==> config.mk <==
export PLATFORM = sky130hd
export DESIGN_NAME = cond_select_pipe
export DESIGN_NICKNAME = d
export VERILOG_FILES = /design/src/rtl/cond_select_pkg.sv /design/src/rtl/cond_rr_arbiter.sv /design/src/rtl/cond_select_pipe.sv
export SDC_FILE = /design/constraint.sdc
export NUM_CORES = 1
export LEC_CHECK = 0
export CAP_MARGIN = 25
export CORE_MARGIN = 3
export CORE_UTILIZATION = 55
export DETAILED_ROUTE_END_ITERATION = 10
export PLACE_DENSITY_LB_ADDON = 0.08
export SYNTH_ARGS = -nofsm -noshare
export SYNTH_HDL_FRONTEND = slang
export SYNTH_SLANG_ARGS = --single-unit
==> constraint.sdc <==
create_clock -name clk -period 3.4 [get_ports clk]
set_input_delay 1.02 -clock clk [delete_from_list [all_inputs] [get_ports clk]]
set_output_delay 1.02 -clock clk [all_outputs]
set_load 0.05 [all_outputs]
==> src/rtl/cond_select_pkg.sv <==
// Shared types for the conditional selector: operating modes and FSM states.
package cond_select_pkg;

    localparam int MODE_W = 2;

    typedef enum logic [MODE_W-1:0] {
        FIXED       = 2'b00,
        PRIORITY    = 2'b01,
        ROUND_ROBIN = 2'b10,
        ARITH       = 2'b11
    } mode_e;

    typedef enum logic [1:0] {
        IDLE = 2'd0,
        EVAL = 2'd1,
        OUT  = 2'd2
    } state_e;

endpackage

==> src/rtl/cond_rr_arbiter.sv <==
// Combinational find-first-set over a channel mask, starting at a pointer and
// wrapping past the top channel. start must be below NUM_CH.
module cond_rr_arbiter #(
    parameter int NUM_CH = 4,
    parameter int CH_W   = (NUM_CH > 1) ? $clog2(NUM_CH) : 1
) (
    input  logic [NUM_CH-1:0] mask,
    input  logic [CH_W-1:0]   start,
    output logic [CH_W-1:0]   grant,
    output logic              any
);

    localparam logic [CH_W:0] NUM_CH_V = (CH_W+1)'(NUM_CH);

    // cand_idx[gi] is the channel sitting gi places after start, wrapped.
    logic [CH_W-1:0] cand_idx [NUM_CH];
    logic [NUM_CH-1:0] cand_hit;

    genvar gi;
    generate
        for (gi = 0; gi < NUM_CH; gi++) begin : g_cand
            logic [CH_W:0] sum;
            assign sum          = {1'b0, start} + (CH_W+1)'(gi);
            assign cand_idx[gi] = (sum >= NUM_CH_V) ? CH_W'(sum - NUM_CH_V) : CH_W'(sum);
            assign cand_hit[gi] = mask[cand_idx[gi]];
        end
    endgenerate

    // Scan from the farthest offset down so the nearest hit is the one kept.
    always_comb begin
        grant = '0;
        any   = 1'b0;
        for (int i = NUM_CH - 1; i >= 0; i--) begin
            if (cand_hit[i]) begin
                grant = cand_idx[i];
                any   = 1'b1;
            end
        end
    end

endmodule

==> src/rtl/cond_select_pipe.sv <==
// N-channel conditional selector / two-operand ALU with valid/ready on both sides.
// Build option: define COND_SAT_EN to saturate ARITH results instead of wrapping.
module cond_select_pipe
    import cond_select_pkg::*;
#(
    parameter int DATA_W = 8,
    parameter int NUM_CH = 4,
    parameter int THRESH = 2**(DATA_W-1),
    parameter int CH_W   = (NUM_CH > 1) ? $clog2(NUM_CH) : 1
) (
    input  logic                     clk,
    input  logic                     rst_n,
    input  logic [MODE_W-1:0]        mode,
    input  logic [CH_W-1:0]          ch_sel,
    input  logic [NUM_CH-1:0]        ch_mask,
    input  logic                     op_sub,
    input  logic                     in_valid,
    output logic                     in_ready,
    input  logic [NUM_CH*DATA_W-1:0] in_data,
    output logic                     out_valid,
    input  logic                     out_ready,
    output logic [DATA_W-1:0]        out_data,
    output logic [CH_W-1:0]          out_ch,
    input  logic                     err_clr,
    output logic                     error_flag
);

    localparam logic [DATA_W:0] THRESH_V = (DATA_W+1)'(THRESH);
    localparam logic [CH_W:0]   NUM_CH_V = (CH_W+1)'(NUM_CH);
    localparam logic [CH_W-1:0] LAST_CH  = CH_W'(NUM_CH - 1);

    state_e                    state_reg;
    mode_e                     mode_reg;
    logic [NUM_CH*DATA_W-1:0]  data_reg;
    logic [CH_W-1:0]           ch_sel_reg;
    logic [NUM_CH-1:0]         mask_reg;
    logic                      op_sub_reg;
    logic [CH_W-1:0]           rr_ptr_reg;
    logic [DATA_W-1:0]         out_data_reg;
    logic [CH_W-1:0]           out_ch_reg;
    logic                      error_flag_reg;
    logic                      error_flag_next;

    logic [DATA_W-1:0] data_words [NUM_CH];

    genvar gi;
    generate
        for (gi = 0; gi < NUM_CH; gi++) begin : g_words
            assign data_words[gi] = data_reg[gi*DATA_W +: DATA_W];
        end
    endgenerate

    // One arbiter serves both PRIORITY (start 0) and ROUND_ROBIN (start rr_ptr).
    logic [CH_W-1:0] arb_start;
    logic [CH_W-1:0] arb_grant;
    logic            arb_any;

    assign arb_start = (mode_reg == ROUND_ROBIN) ? rr_ptr_reg : '0;

    cond_rr_arbiter #(
        .NUM_CH (NUM_CH),
        .CH_W   (CH_W)
    ) u_arb (
        .mask  (mask_reg),
        .start (arb_start),
        .grant (arb_grant),
        .any   (arb_any)
    );

    logic [CH_W-1:0]   sel_idx;
    logic              sel_any;
    logic [DATA_W-1:0] sel_word;
    logic [DATA_W:0]   arith_sum;
    logic [DATA_W:0]   arith_diff;
    logic [DATA_W-1:0] arith_res;
    logic              arith_err;
    logic [DATA_W-1:0] eval_data;
    logic [CH_W-1:0]   eval_ch;
    logic              eval_any;
    logic              eval_err;

    always_comb begin
        // An out-of-range FIXED index is treated as an empty grant.
        sel_idx  = (mode_reg == FIXED) ? ch_sel_reg : arb_grant;
        sel_any  = (mode_reg == FIXED)
                 ? (({1'b0, ch_sel_reg} < NUM_CH_V) && mask_reg[ch_sel_reg])
                 : arb_any;
        sel_word = data_words[sel_idx];

        arith_sum  = {1'b0, data_words[0]} + {1'b0, data_words[1]};
        arith_diff = {1'b0, data_words[0]} - {1'b0, data_words[1]};
        arith_err  = op_sub_reg ? arith_diff[DATA_W] : arith_sum[DATA_W];
`ifdef COND_SAT_EN
        if (arith_err) begin
            arith_res = op_sub_reg ? '0 : '1;
        end else begin
            arith_res = op_sub_reg ? arith_diff[DATA_W-1:0] : arith_sum[DATA_W-1:0];
        end
`else
        arith_res = op_sub_reg ? arith_diff[DATA_W-1:0] : arith_sum[DATA_W-1:0];
`endif

        if (mode_reg == ARITH) begin
            eval_data = arith_res;
            eval_ch   = '0;
            eval_any  = 1'b1;
            eval_err  = arith_err;
        end else begin
            eval_data = sel_word;
            eval_ch   = sel_idx;
            eval_any  = sel_any;
            eval_err  = !sel_any || ({1'b0, sel_word} > THRESH_V);
        end
    end

    // A new fault in EVAL takes precedence over a simultaneous clear.
    always_comb begin
        error_flag_next = error_flag_reg;
        if (err_clr) begin
            error_flag_next = 1'b0;
        end
        if (state_reg == EVAL && eval_err) begin
            error_flag_next = 1'b1;
        end
    end

    always_ff @(posedge clk) begin
        if (!rst_n) begin
            state_reg      <= IDLE;
            mode_reg       <= FIXED;
            data_reg       <= '0;
            ch_sel_reg     <= '0;
            mask_reg       <= '0;
            op_sub_reg     <= 1'b0;
            rr_ptr_reg     <= '0;
            out_data_reg   <= '0;
            out_ch_reg     <= '0;
            error_flag_reg <= 1'b0;
        end else begin
            error_flag_reg <= error_flag_next;
            case (state_reg)
                IDLE: begin
                    if (in_valid) begin
                        mode_reg   <= mode_e'(mode);
                        data_reg   <= in_data;
                        ch_sel_reg <= ch_sel;
                        mask_reg   <= ch_mask;
                        op_sub_reg <= op_sub;
                        state_reg  <= EVAL;
                    end
                end
                EVAL: begin
                    if (eval_any) begin
                        out_data_reg <= eval_data;
                        out_ch_reg   <= eval_ch;
                        state_reg    <= OUT;
                        if (mode_reg == ROUND_ROBIN) begin
                            rr_ptr_reg <= (arb_grant == LAST_CH) ? '0 : arb_grant + 1'b1;
                        end
                    end else begin
                        state_reg <= IDLE;
                    end
                end
                OUT: begin
                    if (out_ready) begin
                        state_reg <= IDLE;
                    end
                end
                default: state_reg <= IDLE;
            endcase
        end
    end

    assign in_ready   = rst_n && (state_reg == IDLE);
    assign out_valid  = (state_reg == OUT);
    assign out_data   = out_data_reg;
    assign out_ch     = out_ch_reg;
    assign error_flag = error_flag_reg;

endmodule
==> summary.txt, run 1 <==
Antenna Violating Nets Remaining: 0
Hold Crit Class: flip-flop to flip-flop
# resized after CTS: 0
Final TNS setup: 0 ns
first-pass GRT wire length: 13.07 mm
YS warnings: 0
Root Driver: clkbuf_8
relative max-transition margin: 53.61%
max FFs per register: 32
GRT Max-Usage Layer: met2
Global Route Usage Sum: 24.90%
Clk pwr share: 28.1%
Max Fclk: 337.0 MHz
Avg Cell Area, Syn: 7.575 sq um
Core Area: 0.005608 sq mm
register area: 0.001121 sq mm
grt total ovfl: 0
die footprint: 0.006837 sq mm
Worst Path Required: 2.38 ns
Area after DPL: 0.003885 sq mm
outcome: complete, no violations
GP Congestion: 0.8970
dpl cells: 539
Post-CTS Repair Setup Buffers: 0
Mapped Area: 0.003234 sq mm
Worst-path clk slew: 0.11 ns
Boundary Pins: 59
final setup vio count: 0
Clock Path Buffers: 2
met1 GRT Util: 32.51%
number of DRC markers in iteration 0: 193
CTS Sinks: 56
Cell Int Power: 1.097 mW
RSZ-0062 raised after global routing: no
met2 GRT Util: 42.63%
filler cell count: 513
die height: 82.69 um
final hold violations: 0
sequential fraction of design power: 46.7%
Routed WL: 8.302 mm
leading area contributor after synthesis: dfxtp_1
library cells used by synthesis: 55
CP Data Arrival Time: 1.95 ns
setup slack after layout: 0.4322 ns
vias in the first global route: 2,810
Main synth FF type: dfxtp_1
router iterations before antenna repair: 5
critical path fanouts, max: 2
sw frac: 30.91%
Crit Path Class: primary input to output pin
Skew-Pair Late Insertion Delay: 0.32 ns
worst slew pin tran: 0.6958 ns
DP Worst Slack: 0.4328 ns
combinational share of power: 25.2%
Synth area leaders: dfxtp_1, nand2_1, a21oi_1
Synth top area share: 34.66%
synthesized net count: 491
Site Rows: 27
routed via count: 3,167
average wire per standard cell: 15.18 um
CP Capture Type: output pin
CTS tree: built
Die W: 82.69 um
Finished Layout Cells: 547
area of the multi-input gates: 0.001951 sq mm
layout cells sized above 1: 5.263%
Mapped Cells: 427
Area Growth Syn to Fin: 23.68%
crit start category: primary input
Psw: 0.4910 mW
initial antenna violation count: 0
vias per std cell: 5.790
EDFF count, synth: 0
Max-cap violations: 0
max-slew violations: 0
initial core utilization: 57.68%
post-layout instance area: 0.004000 sq mm
routing usage on met3: 3.471%
Synth async-reset ratio: 0%
Leak Pwr: 1.529 nW
pin count of the biggest net entering global routing: 52
CTS Buf Count: 5
# hold bufs at CTS: 0
Max IR drop VDD: 0.2826 mV
H-Tree Depth: 2
register bit total from synthesis: 56
final critical-path share of the clock period: 87.29%
post-route minimum period: 2.968 ns
power density over the cells: 397.1 mW/mm^2
final core utilization: 71.33%
sequential share of the synthesized area: 34.66%
ANT cells: 0
fin nets: 538
Setup Skew: 0.009515 ns
detailed-placement wirelength estimate: 6.111 mm
DRC viols: 0
IO Port Bufs: 58
[placed cells by master (no fill, tap or decap), types with 3 or more instances in the layout]
cell type          n
a31oi_1            4
inv_1             17
nand3_1            5
o21bai_1           7
o21ai_0            8
nor2b_1            4
o21ai_1            4
o211ai_1           3
a21o_1             4
nor2_1            22
xnor2_1            5
a22oi_1            3
clkdlybuf4s50_1   57
nor3_1             5
a21oi_1           65
nand2b_1           3
ha_1              16
a32o_1             3
buf_4              6
and3_1             4
nand3b_1           4
mux2i_1           11
nand2_1          109
dfxtp_1           56
clkbuf_8           5
[power groups by stage]
stage               clock network, mW  registers [mW]  logic (mW)
floorplan                           0           0.755       0.258
global placement                    0           0.755       0.389
detailed placement                  0           0.756       0.397
CTS                             0.453           0.741       0.400
global route                    0.483           0.747       0.441
finish                          0.447           0.742       0.400
[critical path: stages]
cell	delay, ns
clkdlybuf4s50_1	0.48
clkinv_1	0.09
nor3_2	0.18
buf_12	0.17
[final timing paths]
path / startpoint / endpoint / slack, ns / depth (start not counted)
worst max-delay path: rst_n / in_ready / 0.43 / 4
worst min-delay path: data_reg[28]$_SDFFE_PN0P_ / data_reg[28]$_SDFFE_PN0P_ / 0.46 / 2
worst max register to register: mode_reg[1]$_SDFFE_PN0P_ / out_data[6]$_SDFFE_PN0P_ / 0.53 / 9
worst min register to register: data_reg[28]$_SDFFE_PN0P_ / data_reg[28]$_SDFFE_PN0P_ / 0.46 / 2
[layout make-up]
type / instances / area share, %
multi-input cells: 328 / 48.76
flip-flops and latches: 56 / 28.03
repair buffers: 65 / 16.39
well taps: 72 / 2.252
clock buffers: 5 / 1.720
inverters: 18 / 1.689
clock inverters: 3 / 1.157
[stage by stage]
stage,total power [mW],hold WS [ns]
after global placement,1.144,0.4462
after global routing,1.670,0.4824
after detailed placement,1.153,0.4501
after CTS,1.595,0.4647
after floorplan,1.013,0.4322
final,1.588,0.4640
[cell usage after synthesis, types with 3 or more instances]
| cell type | n |
|---|---|
| o21ai_0 | 8 |
| a22oi_1 | 3 |
| clkbuf_1 | 22 |
| nor3_1 | 6 |
| o21bai_1 | 7 |
| and3_1 | 4 |
| dfxtp_1 | 56 |
| a21o_1 | 4 |
| nand3_1 | 5 |
| nand2_1 | 109 |
| a32o_1 | 3 |
| o21ai_1 | 4 |
| mux2i_1 | 11 |
| a21oi_1 | 65 |
| nand3b_1 | 4 |
| nand2b_1 | 3 |
| o211ai_1 | 3 |
| nor2_1 | 22 |
| ha_1 | 16 |
| a31oi_1 | 4 |
| nor2b_1 | 4 |
| inv_1 | 17 |
| xnor2_1 | 5 |
[cell families (layout without fill, tap and decap cells)]
logic type / Yosys count / in the layout / synth area share (%)
simple gates: 166 / 166 / 21.78
buf+inv: 43 / 91 / 5.184
flops: 56 / 56 / 34.66
compound gates: 122 / 122 / 23.83
xor+xnor: 6 / 6 / 1.625
mux: 16 / 16 / 5.493
fa+ha+maj: 18 / 18 / 7.427
[routing by layer]
layer	up-vias	wire length [um]
met1	1477	3737
met2	111	3975
li1	1565	-
met3	14	466
met4	0	122
met5	-	0
No activity file was read; power rests on OpenSTA's default activity.
==> run 2, diff against run 1 <==
--- a/config.mk
+++ b/config.mk
@@ -5,11 +5,13 @@
 export SDC_FILE = /design/constraint.sdc
 export NUM_CORES = 1
 export LEC_CHECK = 0
+export ABC_CLOCK_PERIOD_IN_PS = 3400
 export CAP_MARGIN = 25
 export CORE_MARGIN = 3
 export CORE_UTILIZATION = 55
 export DETAILED_ROUTE_END_ITERATION = 10
 export PLACE_DENSITY_LB_ADDON = 0.08
+export SLEW_MARGIN = 40
 export SYNTH_ARGS = -nofsm -noshare
 export SYNTH_HDL_FRONTEND = slang
 export SYNTH_SLANG_ARGS = --single-unit
==> results of run 2 <==
Final layout, timing and power as in run 1 (identical DEF).
